--- config.mk ---
export PLATFORM = sky130hd
export DESIGN_NAME = lsu_storage_client
export DESIGN_NICKNAME = d
export VERILOG_FILES = /design/src/rtl/lsu_pkg.sv /design/src/rtl/lsu_lane_align.sv /design/src/rtl/lsu_storage_client.sv
export SDC_FILE = /design/constraint.sdc
export NUM_CORES = 1
export LEC_CHECK = 0
export CORE_MARGIN = 4
export CORE_UTILIZATION = 35
export CTS_CLUSTER_SIZE = 14
export DETAILED_ROUTE_END_ITERATION = 10
export HOLD_SLACK_MARGIN = 0.06
export SLEW_MARGIN = 5
export SYNTH_ARGS = -nofsm -noshare
export SYNTH_HDL_FRONTEND = slang
export SYNTH_SLANG_ARGS = --single-unit
--- constraint.sdc ---
create_clock -name clk -period 2.8 [get_ports clk]
set_input_delay 0.56 -clock clk [delete_from_list [all_inputs] [get_ports clk]]
set_output_delay 0.56 -clock clk [all_outputs]
set_load 0.01 [all_outputs]
--- src/rtl/lsu_pkg.sv ---
// rtl/lsu_pkg.sv - shared constants and access-legality helper for the load/store client
package lsu_pkg;

    localparam int DATA_W = 32;

    localparam logic [2:0] F3_B  = 3'b000;
    localparam logic [2:0] F3_H  = 3'b001;
    localparam logic [2:0] F3_W  = 3'b010;
    localparam logic [2:0] F3_BU = 3'b100;
    localparam logic [2:0] F3_HU = 3'b101;

    localparam logic [1:0] ST_IDLE  = 2'd0;
    localparam logic [1:0] ST_READ  = 2'd1;
    localparam logic [1:0] ST_WRITE = 2'd2;
    localparam logic [1:0] ST_RESP  = 2'd3;

    // Unsigned widths exist only for loads; stores with BU/HU codes are illegal.
    function automatic logic access_fault(input logic is_store, input logic [2:0] f3,
                                          input logic [1:0] off);
        logic f;
        f = 1'b0;
        case (f3)
            F3_B:    f = 1'b0;
            F3_BU:   f = is_store;
            F3_H:    f = off[0];
            F3_HU:   f = is_store | off[0];
            F3_W:    f = |off;
            default: f = 1'b1;
        endcase
        return f;
    endfunction

endpackage

--- src/rtl/lsu_lane_align.sv ---
// rtl/lsu_lane_align.sv - byte/halfword lane extraction for loads and merge for sub-word stores
module lsu_lane_align
    import lsu_pkg::*;
(
    input  logic [2:0]        funct3,
    input  logic [1:0]        off,
    input  logic [DATA_W-1:0] word,
    input  logic [DATA_W-1:0] wdata,
    output logic [DATA_W-1:0] load_data,
    output logic [DATA_W-1:0] store_data
);

    logic [7:0]  byte_sel;
    logic [15:0] half_sel;

    always_comb begin
        byte_sel = word[{off, 3'b000} +: 8];
        half_sel = off[1] ? word[31:16] : word[15:0];

        load_data = word;
        case (funct3)
            F3_B:    load_data = {{24{byte_sel[7]}}, byte_sel};
            F3_BU:   load_data = {24'h0, byte_sel};
            F3_H:    load_data = {{16{half_sel[15]}}, half_sel};
            F3_HU:   load_data = {16'h0, half_sel};
            default: load_data = word;
        endcase

        store_data = wdata;
        case (funct3)
            F3_B: begin
                store_data = word;
                store_data[{off, 3'b000} +: 8] = wdata[7:0];
            end
            F3_H:    store_data = off[1] ? {wdata[15:0], word[15:0]} : {word[31:16], wdata[15:0]};
            default: store_data = wdata;
        endcase
    end

endmodule

--- src/rtl/lsu_storage_client.sv ---
// rtl/lsu_storage_client.sv - RV32I load/store client driving one storage reader lane and the write port
module lsu_storage_client
    import lsu_pkg::*;
#(
    parameter int ADDR_W      = 28,
    parameter int STALL_CNT_W = 16
) (
    input  logic                   clk,
    input  logic                   rst,
    input  logic                   req_valid,
    output logic                   req_ready,
    input  logic                   req_is_store,
    input  logic [2:0]             req_funct3,
    input  logic [31:0]            req_addr,
    input  logic [31:0]            req_wdata,
    output logic                   resp_valid,
    input  logic                   resp_ready,
    output logic [31:0]            resp_rdata,
    output logic                   resp_fault,
    output logic [ADDR_W-1:0]      mem_read_addr,
    output logic                   mem_read_en,
    input  logic                   mem_read_fin,
    input  logic [DATA_W-1:0]      mem_read_data,
    output logic [ADDR_W-1:0]      mem_write_addr,
    output logic [DATA_W-1:0]      mem_write_data,
    output logic                   mem_write_en,
    output logic [STALL_CNT_W-1:0] stall_cycles
);

    logic [1:0]             state_q, state_d;
    logic [STALL_CNT_W-1:0] stall_q, stall_d;
    logic [ADDR_W+1:0]      addr_q;
    logic [2:0]             f3_q;
    logic                   store_q;
    logic [DATA_W-1:0]      wdata_q;
    logic [DATA_W-1:0]      word_q;
    logic [31:0]            rdata_q;
    logic                   fault_q;

    logic              accept;
    logic              fault_now;
    logic [DATA_W-1:0] align_word;
    logic [DATA_W-1:0] load_data;
    logic [DATA_W-1:0] store_data;
    logic              unused_addr_hi;

    assign unused_addr_hi = ^req_addr[31:ADDR_W+2];

    assign accept    = req_valid && (state_q == ST_IDLE);
    assign fault_now = access_fault(req_is_store, req_funct3, req_addr[1:0]);

    // Loads extract straight from the granted read data; stores merge into the captured word.
    assign align_word = (state_q == ST_READ) ? mem_read_data : word_q;

    lsu_lane_align u_lane_align (
        .funct3     (f3_q),
        .off        (addr_q[1:0]),
        .word       (align_word),
        .wdata      (wdata_q),
        .load_data  (load_data),
        .store_data (store_data)
    );

    always_comb begin
        state_d = state_q;
        case (state_q)
            ST_IDLE: begin
                if (accept) begin
                    if (fault_now)
                        state_d = ST_RESP;
                    else if (req_is_store && (req_funct3 == F3_W))
                        state_d = ST_WRITE;
                    else
                        state_d = ST_READ;
                end
            end
            ST_READ:  if (mem_read_fin) state_d = store_q ? ST_WRITE : ST_RESP;
            ST_WRITE: state_d = ST_RESP;
            default:  if (resp_ready) state_d = ST_IDLE;
        endcase
    end

    always_comb begin
        stall_d = stall_q;
        if ((state_q == ST_READ) && !mem_read_fin && (stall_q != {STALL_CNT_W{1'b1}}))
            stall_d = stall_q + STALL_CNT_W'(1);
    end

    always_ff @(posedge clk or negedge rst) begin
        if (!rst) begin
            state_q <= ST_IDLE;
            stall_q <= '0;
            addr_q  <= '0;
            f3_q    <= '0;
            store_q <= 1'b0;
            wdata_q <= '0;
            word_q  <= '0;
            rdata_q <= '0;
            fault_q <= 1'b0;
        end else begin
            state_q <= state_d;
            stall_q <= stall_d;
            if (accept) begin
                addr_q  <= req_addr[ADDR_W+1:0];
                f3_q    <= req_funct3;
                store_q <= req_is_store;
                wdata_q <= req_wdata;
                fault_q <= fault_now;
                rdata_q <= '0;
            end
            if ((state_q == ST_READ) && mem_read_fin) begin
                word_q <= mem_read_data;
                if (!store_q)
                    rdata_q <= load_data;
            end
        end
    end

    assign req_ready      = (state_q == ST_IDLE);
    assign resp_valid     = (state_q == ST_RESP);
    assign resp_rdata     = rdata_q;
    assign resp_fault     = fault_q;
    assign mem_read_en    = (state_q == ST_READ);
    assign mem_read_addr  = addr_q[ADDR_W+1:2];
    assign mem_write_en   = (state_q == ST_WRITE);
    assign mem_write_addr = addr_q[ADDR_W+1:2];
    assign mem_write_data = store_data;
    assign stall_cycles   = stall_q;

endmodule

==> results.txt, run 1 <==
Worst setup SP type: flop
Power per cell area: 1274 nW/um^2
Compound-gate portion of the synthesized area: 12.10%
Initial Util: 36.00%
VDD IR-drop max: 0.5438 mV
Most used flip-flop cell after synthesis: dfrtp_1
FP Rows: 55
Clk_lat worst skew: 0.43 ns
Violated checks: setup timing
Total gr overflow: 0
Worst-Margin Slew: 1.188 ns
Max-cap viol count: 0
Initial antenna violation count: 0
Antenna-violating nets left: 0
Cells along the critical path: inv_2 > ha_4 > buf_12 > buf_12 > mux2_4 > a222oi_1 > o21ai_1 > buf_2
Slew Viols, Final: 0
CTS H-Tree Depth: 4
Simple-gate share of the synthesized area: 8.600%
Endpoint arrival time on the critical path: 2.32 ns
Synth top area cells: dfrtp_1 (45%), mux2_2 (17%), buf_4 (5.3%), mux4_2 (3.3%), mux2i_1 (2.4%)
Core area: 22920 sq um
N_diodes: 0
Post-detail-place hpwl: 20240 um
Crit Path Category: flop to output port
Syn nets: 828
Worst setup margin: -0.08359 ns
CTS sink cnt: 149
Max Freq: 346.8 MHz
Vias in the first global route: 7058
Ys Warns: 0
DRC violations left: 0
Crit path depth: 8
Die Height: 161.5 um
Routed wire per std cell: 20.60 um
Most frequent CP cell: buf_12
Syn avg cell area: 11.57 sq um
Vias per std cell: 5.256
Min cycle time layout: 2.884 ns
Setup violators final: 7
Top delay family on crit path: compound AO/OA/AOI/OAI gates
WL met3: 2401 um
Status: complete, but fails checks
I/O pin cnt: 246
CP max stage cell: a222oi_1
Post-synth top area share: 45.20%
WL met1: 11020 um
Post-synthesis async set-or-reset flop share: 100.0%
Register area: 3729 sq um
Leakage Power: 5.202 nW
Post-Synthesis Cells: 713
Vias: 6843
Seq/Total Area, Yosys: 45.20%
Finished Core Util: 53.86%
Total Routing Usage GR: 20.52%
IO Port Bufs: 243
#FFs+latches synth: 149
First-pass GRT wire length: 41460 um
Slew margin rel.: 20.37%
Post-synth cell types: 60
Clock buffer count from CTS: 17
Layout cells sized above 1: 37.01%
Layout area overhead: 49.61%
Final hold viol count: 0
Yosys top cell by area: dfrtp_1
Pre-CTS WS: -0.2646 ns
EDFF count, synth: 0
Root Driver: clkbuf_16
Worst setup EP type: output port
Synth Cell Area: 8249 sq um
Clock slew at reported path FFs: 0.07 ns
RSZ-0062 raised after global routing: true
Final Skew: 0.01097 ns
Largest family of logic cells by synthesized area: multiplexers
Final period util: 103.0%
Power Total: 15.72 mW
Largest net degree at the start of global routing: 54
Fillers: 2052
DR pass1 iterations: 5
Die Area: 26090 sq um
Worst Path Max Fanout: 5
Max Root-Sink Buffers: 2
Worst path buffer plus inverter count: 4
Highest metal used: met4
Mux contribution to synthesized area: 23.36%
Final net count: 1091
Area of the multi-input gates: 4362 sq um
Global placement routability congestion: 0.9009
Slowest stage delay, CP: 0.45 ns
Xor and xnor area share after synthesis: 1.380%
Post-Synth Adder-Cell Area: 1.517%
Die width: 161.5 um
Final wirelength: 26820 um
Initial DRC count: 472
Reg2Reg Depth: 7
Worst Hold Class: primary input to async pin
TritonCTS clock tree: done
DR WL met2: 12890 um
WP data required: 2.24 ns
Final hold slack: 0.08670 ns
[routing by layer]
| layer | up-vias | GRT usage [%] |
|---|---|---|
| li1 | 3158 | - |
| met1 | 3397 | 26.72 |
| met2 | 258 | 33.15 |
| met3 | 30 | 6.532 |
| met4 | 0 | 5.584 |
| met5 | - | 0 |
[final cells by class]
| class | count | share of cell area (%) |
|---|---|---|
| Clock buffer | 21 | 3.812 |
| Clock inverter | 11 | 1.206 |
| Inverter | 8 | 0.2636 |
| Multi-Input combinational cell | 458 | 35.34 |
| Sequential cell | 149 | 30.21 |
| Tap cell | 313 | 3.173 |
| Timing Repair Buffer | 342 | 25.99 |
[path summary, 6_finish.rpt]
check                         startpoint                 end  slack, ns
max in group asynchronous            rst          addr_q[23]       2.01
min in group clk           resp_rdata[5]       resp_rdata[5]       0.48
setup reg to reg               addr_q[1]      resp_rdata[23]       0.11
hold reg to reg            resp_rdata[5]       resp_rdata[5]       0.48
setup / recovery              state_q[1]  mem_write_data[25]      -0.08
hold / removal                       rst      resp_rdata[23]       0.09
[what timing repair did]
action                                  in CTS  in global routing
endpoints found under the setup margin      32                 44
resized for setup                          191                 41
cloned                                       1                  0
hold buffers                                 0                  0
setup buffers                                8                  3
pin swaps                                   24                 17
[cell usage in the layout (no fill, tap or decap), drive strengths merged, types with 2 or more instances in the layout]
master and n:
a21oi 32, o21ai 25, nand2b 10, nand2 30, a2bb2oi 2, clkinvlp 3, a311oi 2, a22oi 12
a21o 5, mux2 127, o221ai 5, dfrtp 149, nor3 9, nor3b 3, clkinv 4, o22ai 3
a222oi 2, a221o 16, mux4 13, nand3b 3, a31oi 7, xor2 13, nor2 35, inv 9
nand3 13, ha 10, buf 119, a211oi 3, nor4 3, nand4 12, a221oi 17, mux2i 20
bufinv 3, clkdlybuf4s50 210, o211ai 4, nor4b 3, nor2b 3, clkdlybuf4s15 6, clkbuf 27
[metrics by stage]
step | std cells | setup TNS (ns) | cell area [sq um]
6_report | 1302 | -0.2492 | 12340
5_1_grt | 1302 | -1.603 | 12340
3_5_place_dp | 1259 | -1.703 | 11210
2_1_floorplan | 713 | 0 | 8264
4_1_cts | 1299 | -0.5230 | 12230
3_3_place_gp | 1259 | -1.544 | 11210
[cells in the mapped netlist (2+ instances only)]
master     number
buf_2          12
nor4b_1         3
nor4_1          2
nand3b_1        3
dfrtp_1       149
buf_6           2
mux4_2         12
a311oi_1        2
nand2b_1       10
nor2_1         35
buf_4          58
nor2b_1         3
a211oi_1        3
o221ai_1        5
nand2_1        30
o22ai_1         3
nand4_1        11
nand3_1        13
a31oi_1         7
xor2_1         13
inv_1           7
nor3_1          8
o211ai_1        4
a22oi_1        12
nor3b_1         3
a222oi_1        2
a21o_1          5
ha_1           10
mux2_2        127
a221o_1        16
o21ai_0        25
a2bb2oi_1       2
a21oi_1        31
clkbuf_1       24
mux2i_1        20
a221oi_1       17
[flip-flops by register name, indices dropped and copies added (netlist names)]
signal        count
resp_rdata       32
word_q           32
stall_cycles     16
resp_fault        1
store_q           1
state_q           2
wdata_q          32
f3_q              3
addr_q           30
[cell families after synthesis]
kind of cell	count (synthesis)
AOI/OAI and AO/OA	142
xor gates and xnor gates	13
adders and majority gates	10
buffers and inverters	106
DFF	149
muxes	160
and+or+nand+nor	133
[power breakdown]
| group | total (mW) | internal [mW] | switching (mW) |
|---|---|---|---|
| sequential | 3.93 | 3.09 | 0.843 |
| clock | 2.42 | 1.48 | 0.943 |
| combinational | 9.37 | 5.02 | 4.35 |
| total | 15.7 | 9.59 | 6.14 |
No activity file was read; power rests on OpenSTA's default activity.
==> inputs of run 2 (changes only) <==
--- a/config.mk
+++ b/config.mk
@@ -5,6 +5,7 @@
 export SDC_FILE = /design/constraint.sdc
 export NUM_CORES = 1
 export LEC_CHECK = 0
+export CAP_MARGIN = 10
 export CORE_MARGIN = 4
 export CORE_UTILIZATION = 35
 export CTS_CLUSTER_SIZE = 14
==> results of run 2 <==
The final DEF is identical to that of run 1; final timing and power are the same.
==> inputs of run 3 (changes only) <==
--- a/config.mk
+++ b/config.mk
@@ -14,4 +14,5 @@
 export SLEW_MARGIN = 5
 export SYNTH_ARGS = -nofsm -noshare
 export SYNTH_HDL_FRONTEND = slang
+export SYNTH_HIERARCHICAL = 1
 export SYNTH_SLANG_ARGS = --single-unit
==> run 3 against run 2 <==
Effect of this change:
- the flow still finishes with violations (setup timing)
- combinational power grew 3.8%
- via count grew 4.6%
- non-clock buffer count shrank 2
- register-to-register slack lost 0.04 ns
- synthesized area grew 1.4%
- global-route usage shrank 0.11 points
- clock power grew 3%
- first-iteration DRC count grew 0.85%
- sequential share of layout area shrank 0.057 points
- cell count grew 6.1%
- sequential power shrank 2%
- synthesized cell count grew 11%
- critical endpoint is now mem_write_data[22]
- largest power group unchanged
==> results.txt, run 3 <==
Post-synth top area share: 44.56%
Initial Util: 35.64%
Final period util: 104.6%
Worst-Margin Slew: 0.5840 ns
Clock buffer count from CTS: 17
#FFs+latches synth: 149
CTS H-Tree Depth: 4
Min cycle time layout: 2.929 ns
CTS sink cnt: 149
Crit Path Category: flop to output port
Endpoint arrival time on the critical path: 2.37 ns
TritonCTS clock tree: done
Post-synth cell types: 58
RSZ-0062 raised after global routing: true
Worst Path Max Fanout: 6
CP max stage cell: dfrtp_1
Worst Hold Class: primary input to async pin
Clk_lat worst skew: 0.43 ns
Root Driver: clkbuf_16
Max Root-Sink Buffers: 2
Register area: 3730 sq um
DR pass1 iterations: 6
Total gr overflow: 0
Ys Warns: 6
Top delay family on crit path: buffers and inverters
IO Port Bufs: 243
Worst path buffer plus inverter count: 5
Seq/Total Area, Yosys: 44.56%
Synth top area cells: dfrtp_1 (45%), mux2_2 (18%), nand2_1 (5.6%), buf_4 (5.0%), o21ai_0 (2.9%)
Post-Layout Cell Count: 1382
Vias per std cell: 5.179
Vias: 7157
Most frequent CP cell: buf_6
Final Skew: 0.01494 ns
Layout cells sized above 1: 31.98%
Top-count cell post-synth: dfrtp_1
Max Freq: 341.4 MHz
Final net count: 1166
Post-synthesis async set-or-reset flop share: 100.0%
Layout area overhead: 47.84%
Finished Core Util: 52.70%
Syn nets: 907
Slew margin rel.: 61.06%
VDD IR-drop max: 0.5918 mV
Final hold viol count: 0
Reg-to-reg slack, setup: 0.07 ns
Power Total: 16.08 mW
Fin area: 12370 sq um
DRC violations left: 0
Slowest stage delay, CP: 0.38 ns
Clock slew at reported path FFs: 0.06 ns
Die Area: 26440 sq um
Final wirelength: 27540 um
Yosys top cell by area: dfrtp_1
Worst setup SP type: flop
Total Routing Usage GR: 20.41%
Core area: 23470 sq um
Antenna-violating nets left: 0
Area after DPL: 11210 sq um
N_diodes: 0
Synth Cell Area: 8367 sq um
Vias in the first global route: 7024
Placed insts: 1326
Power per cell area: 1300 nW/um^2
Commonest non-fill, non-tap cells in the layout: clkdlybuf4s50_1 (210), dfrtp_1 (148), nand2_1 (121), mux2_2 (100), buf_4 (74)
WP data required: 2.24 ns
EDFF count, synth: 0
Initial antenna violation count: 0
Setup violators final: 19
Pre-CTS WS: -0.2486 ns
TNS Setup: -1.171 ns
Final hold slack: 0.1153 ns
Most used flip-flop cell after synthesis: dfrtp_1
Fillers: 2063
Worst setup margin: -0.1290 ns
Leakage Power: 5.362 nW
Violated checks: setup timing
Die width: 162.6 um
Status: complete, but fails checks
Synth cell count leaders: dfrtp_1 (149), mux2_2 (132), nand2_1 (124)
Post-detail-place hpwl: 20010 um
Post-Synthesis Cells: 792
Slew Viols, Final: 0
Max-cap viol count: 0
Global placement routability congestion: 0.9074
Die Height: 162.6 um
Syn avg cell area: 10.56 sq um
Largest net degree at the start of global routing: 65
FP Rows: 56
Area of the multi-input gates: 4322 sq um
Cells along the critical path: inv_2 > ha_4 > buf_6 > buf_12 > buf_6 > mux2_4 > a221o_1 > a22o_1 > buf_2
Routed wire per std cell: 19.93 um
I/O pin cnt: 246
Worst setup EP type: output port
Initial DRC count: 476
First-pass GRT wire length: 41570 um
Commonest non-fill, non-tap cell in the layout: clkdlybuf4s50_1
-- run 3: changes by cell type after synthesis, sizes merged, moves of 12 or more --
cell / before / now
o21ai: 25 / 49
nand2: 30 / 124
xnor2: 0 / 12
a22o: 1 / 26
nor2: 35 / 19
mux4: 13 / 1
-- run 3: worst register-to-register path: stages (launching register included) --
cell     delay (ns)
dfrtp_1        0.38
inv_2          0.08
ha_4           0.18
buf_6          0.13
buf_12         0.12
mux2_4         0.33
buf_4          0.14
buf_4          0.14
mux4_2         0.50
nand3_4        0.11
o31a_4         0.24
nand2_1        0.10
nand2_1        0.07
o21ai_0        0.08
-- run 3: area by class of cell --
cell class	instances	share of cell area [%]
sequential	149	30.15
clock inverter	13	1.679
multi-input combinational	529	34.94
clock buffer	18	3.470
timing repair buffer	340	26.04
inverter	14	0.4956
tap	319	3.227
-- run 3: cell families (layout without fill, tap and decap cells) --
| group | count (synthesis) | count (layout) | share of synthesized area [%] |
|---|---|---|---|
| AO/OA/AOI/OAI | 152 | 152 | 12.64 |
| multiplexers | 156 | 156 | 20.85 |
| AND/OR/NAND/NOR | 197 | 197 | 10.99 |
| flip-flops | 149 | 149 | 44.56 |
| adder cells (fa/ha/maj) | 10 | 10 | 1.495 |
| XOR/XNOR | 14 | 14 | 1.466 |
| buffers and inverters | 114 | 385 | 8.001 |
-- run 3: path summary, 6_finish.rpt --
path                                  from                  to  cells past startpoint
min in group clk                word_q[19]          word_q[19]                      1
worst max register to register  state_q[1]      resp_rdata[19]                     13
worst max-delay path            state_q[1]  mem_write_data[22]                      9
worst min-delay path                   rst         wdata_q[22]                      1
max in group asynchronous              rst      resp_rdata[25]                      2
worst min register to register  word_q[19]          word_q[19]                      1
-- run 3: timing repair --
action,4_1_cts,5_1_grt
hold buffers,0,0
gates resized for setup,188,45
gates cloned,2,1
buffers inserted,26,5
setup endpoints to repair,32,56
pin swaps,26,15
-- run 3: report_power, final --
part	internal [mW]	switching [mW]	total (mW)
Clock	1.58	0.922	2.50
Sequential	3.06	0.792	3.85
Combinational	5.14	4.59	9.73
-- run 3: metal layers --
| metal | share of wire (%) | wire length [um] | global-route usage, % |
|---|---|---|---|
| met3 | 8.7 | 2403 | 6.049 |
| met1 | 43 | 11880 | 27.95 |
| met2 | 47 | 12950 | 32.46 |
| met4 | 1.1 | 303 | 4.117 |
| met5 | 0 | 0 | 0 |
==> variant 1 (settings of run 1) <==
The parameter `STALL_CNT_W` goes from 16 to 14.
--- a/src/rtl/lsu_storage_client.sv
+++ b/src/rtl/lsu_storage_client.sv
@@ -5,3 +5,3 @@
     parameter int ADDR_W      = 28,
-    parameter int STALL_CNT_W = 16
+    parameter int STALL_CNT_W = 14
 ) (
Interface: changed (resized stall_cycles); port bits go from 246 to 244. No check against the original RTL was run, so the function may have changed too.
==> variant 1 against run 1 <==
The flow still finishes with violations (setup timing). Largest power group unchanged. Maximum frequency fell by 7.1%. Design area rose by 1.8%. Total power rose by 3.5%. Sequential cell count fell by 2. Highest routed layer unchanged. Critical endpoint is now mem_write_data[29]. Area after synthesis rose by 1.7%. Combinational power rose by 5.4%. Cell count rose by 2.7%. Wire length rose by 5.7%. Die area rose by 1.6%. Worst setup slack got worse by 0.22 ns.
==> variant 1: results (changes against run 1) <==
Outcome -> complete, but fails checks
Failing checks -> setup timing
Register area share after synthesis -> 43.9% (-1.3 points)
GR Layer Usage met2 -> 33.6% (+0.47 points)
Count of cell types in the netlist -> 65 (+8.3%)
WHS -> 0.0876 ns (+0.000915 ns)
Compound-cell area share of the yosys netlist -> 13.2% (+1.1 points)
Slowest cell on the critical path -> dfrtp_1
Seq pwr -> 3.97 mW (+1%)
Fillers -> 2102 (+2.4%)
Pre-antenna DRT Iters -> 7 (+2)
CP top delay family -> multiplexers
Vias per cell -> 5.37 (+2.2%)
Worst Clk Skew -> 0.00864 ns (-0.00233 ns)
Routed WL -> 28400 um (+5.7%)
Critical Path Sink -> mem_write_data[29]
DP Area -> 0.0115 mm^2 (+2.2%)
Final std cell area, no fill -> 0.0126 mm^2 (+1.8%)
R2R depth -> 6 (-1)
1st-iter DRT viols -> 605 (+28%)
Placed insts -> 1282 (+1.8%)
Max IR drop VDD -> 0.603 mV (+11%)
Post-DP HPWL -> 21100 um (+4.1%)
Most common library cells after synthesis -> dfrtp_1 (147), mux2_2 (124), buf_4 (64)
Combinational Power Share -> 60.7% (+1.1 points)
Fin Setup TNS -> -2.77 ns (-2.52 ns)
GRT Util Overall -> 20.9% (+0.38 points)
Metal2 WL -> 13300 um (+2.9%)
Vias in the first global route -> 7213 (+2.2%)
M3 GR Usage -> 5.24% (-1.3 points)
Uppermost layer routed -> met4
CP arrival -> 2.54 ns (+0.22 ns)
Adder-Cell Fraction of Synth Area -> 1.49% (-0.025 points)
GPL Wtd Cong -> 0.837 (-7.1%)
Drt wl/cell -> 21.2 um (+2.9%)
# setup viols final -> 16 (+9)
Switching share of total power -> 38.8% (-0.24 points)
Largest cells by area after synthesis -> dfrtp_1 (44%), mux2_2 (17%), buf_4 (5.7%), mux4_2 (4.3%), mux2i_1 (3.1%)
Asr flop ratio synth -> 100% (unchanged)
Reg-to-Reg End -> resp_rdata[17]$_DFF_PN0_
Post-synthesis average cell area -> 11.8 um^2 (+2.0%)
Xor/xnor cell area share of the yosys netlist -> 0.940% (-0.44 points)
Final worst setup slack -> -0.304 ns (-0.220 ns)
Syn nets -> 826 (-0.24%)
Max incr delay on CP -> 0.39 ns (-0.06 ns)
Port bufs -> 241 (-0.82%)
Met3 wire len -> 2600 um (+8.3%)
DRT met1 WL -> 11800 um (+6.8%)
Rel. slew slack -> 16.9% (-3.5 points)
Met1 usage -> 27.8% (+1.1 points)
Global-route wire length before repair -> 42400 um (+2.3%)
# nets final -> 1120 (+2.7%)
Tot Pwr -> 16.3 mW (+3.5%)
Post-synthesis mux area share -> 24.5% (+1.2 points)
Pre-CTS WS -> -0.429 ns (-0.165 ns)
Static leakage -> 5.38 nW (+3.4%)
Share of cells above drive strength 1 -> 39.6% (+2.6 points)
[variant 1: repair_timing]
item / 4_1_cts / 5_1_grt
gates cloned: 1 / 0
hold buffers: 0 / 0
setup endpoints to repair: 32 / 30
gates resized for setup: 173 / 60
buffers inserted: 12 / 14
pin swaps: 14 / 22
[variant 1: layout make-up]
cell class / count / area share [%]
clock buffer: 19 / 3.53
timing repair buffer: 373 / 27.5
clock inverter: 13 / 1.38
multi-input combinational: 453 / 34.7
inverter: 13 / 0.408
tap: 319 / 3.18
sequential: 147 / 29.3
[variant 1: cells by family after synthesis]
family,after synthesis
adder cells (fa/ha/maj),10
flip-flops,147
multiplexers,169
AO/OA/AOI/OAI,147
AND/OR/NAND/NOR,118
XOR/XNOR,9
buffers and inverters,111
[variant 1: worst register-to-register path, delay by kind of cell (launching register included)]
family / cells / cell delay (ns)
flip-flops: 1 / 0.41
AO/OA/AOI/OAI: 1 / 0.26
buffers and inverters: 2 / 0.55
AND/OR/NAND/NOR: 1 / 0.97
multiplexers: 2 / 0.44
==> variant 2 (flow settings as in run 1) <==
Without the edit above. Put one more register stage on the output `resp_fault`. The value now appears one clock later. The other outputs are not delayed to match.
--- a/src/rtl/lsu_storage_client.sv
+++ b/src/rtl/lsu_storage_client.sv
@@ -121,3 +121,5 @@
     assign resp_rdata     = rdata_q;
-    assign resp_fault     = fault_q;
+    always_ff @(posedge clk) begin
+        resp_fault <= fault_q;
+    end
     assign mem_read_en    = (state_q == ST_READ);
Behaviour: not the same (a bounded check fails within 4 cycles, from zero or initial values and one cycle with rst low).
==> variant 2 against run 1 <==
The flow still finishes with violations (setup timing). Design area fell by 0.59%. Maximum frequency shrank 2.5%. Combinational power down 0.9%. Synthesized cell count grew 0.14%. Clock skew down 0.0035 ns. Clock power fell by 6%. Area after synthesis grew 0.24%. Core utilization down 0.32 points. Sequential cell count rose by 1. Total power down 1.3%. Worst setup slack worse by 0.074 ns. Wire length up 0.91%. Largest cell class unchanged. Largest power group unchanged.
==> variant 2: results (changes against run 1) <==
Largest net degree at the start of global routing -> 64 (+19%)
Vias per cell -> 5.28 (+0.39%)
GR Layer Usage met2 -> 32.6% (-0.59 points)
Cell area power density -> 1260 mW/mm^2 (-0.72%)
Non-Filler Instances -> 1304 (+0.15%)
# setup viols final -> 15 (+8)
GRT Util Overall -> 20.1% (-0.43 points)
Reg-to-Reg End -> resp_rdata[22]$_DFF_PN0_
Clk pwr share -> 14.7% (-0.7 points)
Net switching power -> 6.14 mW (about the same)
Failing checks -> setup timing
Fin Setup TNS -> -1.07 ns (-0.822 ns)
Global-route wire length before repair -> 40900 um (-1.2%)
Slowest cell on the critical path -> dfrtp_1
Final worst setup slack -> -0.158 ns (-0.0739 ns)
Power Combinational -> 9.29 mW (-0.9%)
DP Area -> 0.0112 mm^2 (-0.31%)
Pre-CTS WS -> -0.183 ns (+0.0818 ns)
Post-synthesis mux area share -> 23.3% (-0.057 points)
Syn nets -> 829 (+0.12%)
Asr flop ratio synth -> 99.3% (-0.67 points)
Outcome -> complete, but fails checks
Worst Max-Slew Pin Slew -> 1.10 ns (-0.0912 ns)
Met1 usage -> 27.2% (+0.47 points)
Adder-Cell Fraction of Synth Area -> 1.51% (-0.0037 points)
Share of cells above drive strength 1 -> 35.4% (-1.6 points)
-- variant 2: worst min path at each step --
stage	to	slack [ns]	cells past startpoint
6_report	resp_rdata[23]$_DFF_PN0_	0.13	1
5_1_grt	resp_rdata[23]$_DFF_PN0_	0.17	1
4_1_cts	resp_rdata[23]$_DFF_PN0_	0.15	1
3_5_place_dp	resp_fault$_DFF_P_	0.36	0
3_3_place_gp	resp_fault$_DFF_P_	0.35	0
2_1_floorplan	addr_q[0]$_DFFE_PN0P_	0.26	0
-- variant 2: area by class of cell --
cell class | count | area, um^2
clock buffer | 20 | 447
clock inverter | 12 | 129
fill | 1985 | 10600
inverter | 8 | 35.0
multi-input combinational | 458 | 4280
sequential | 150 | 3750
tap | 313 | 392
timing repair buffer | 343 | 3240
-- variant 2: metal layers --
layer	part of all wire [%]	wire length [um]
met1	43	11600
met3	6.8	1840
met5	0	0
met4	2.8	765
met2	47	12800
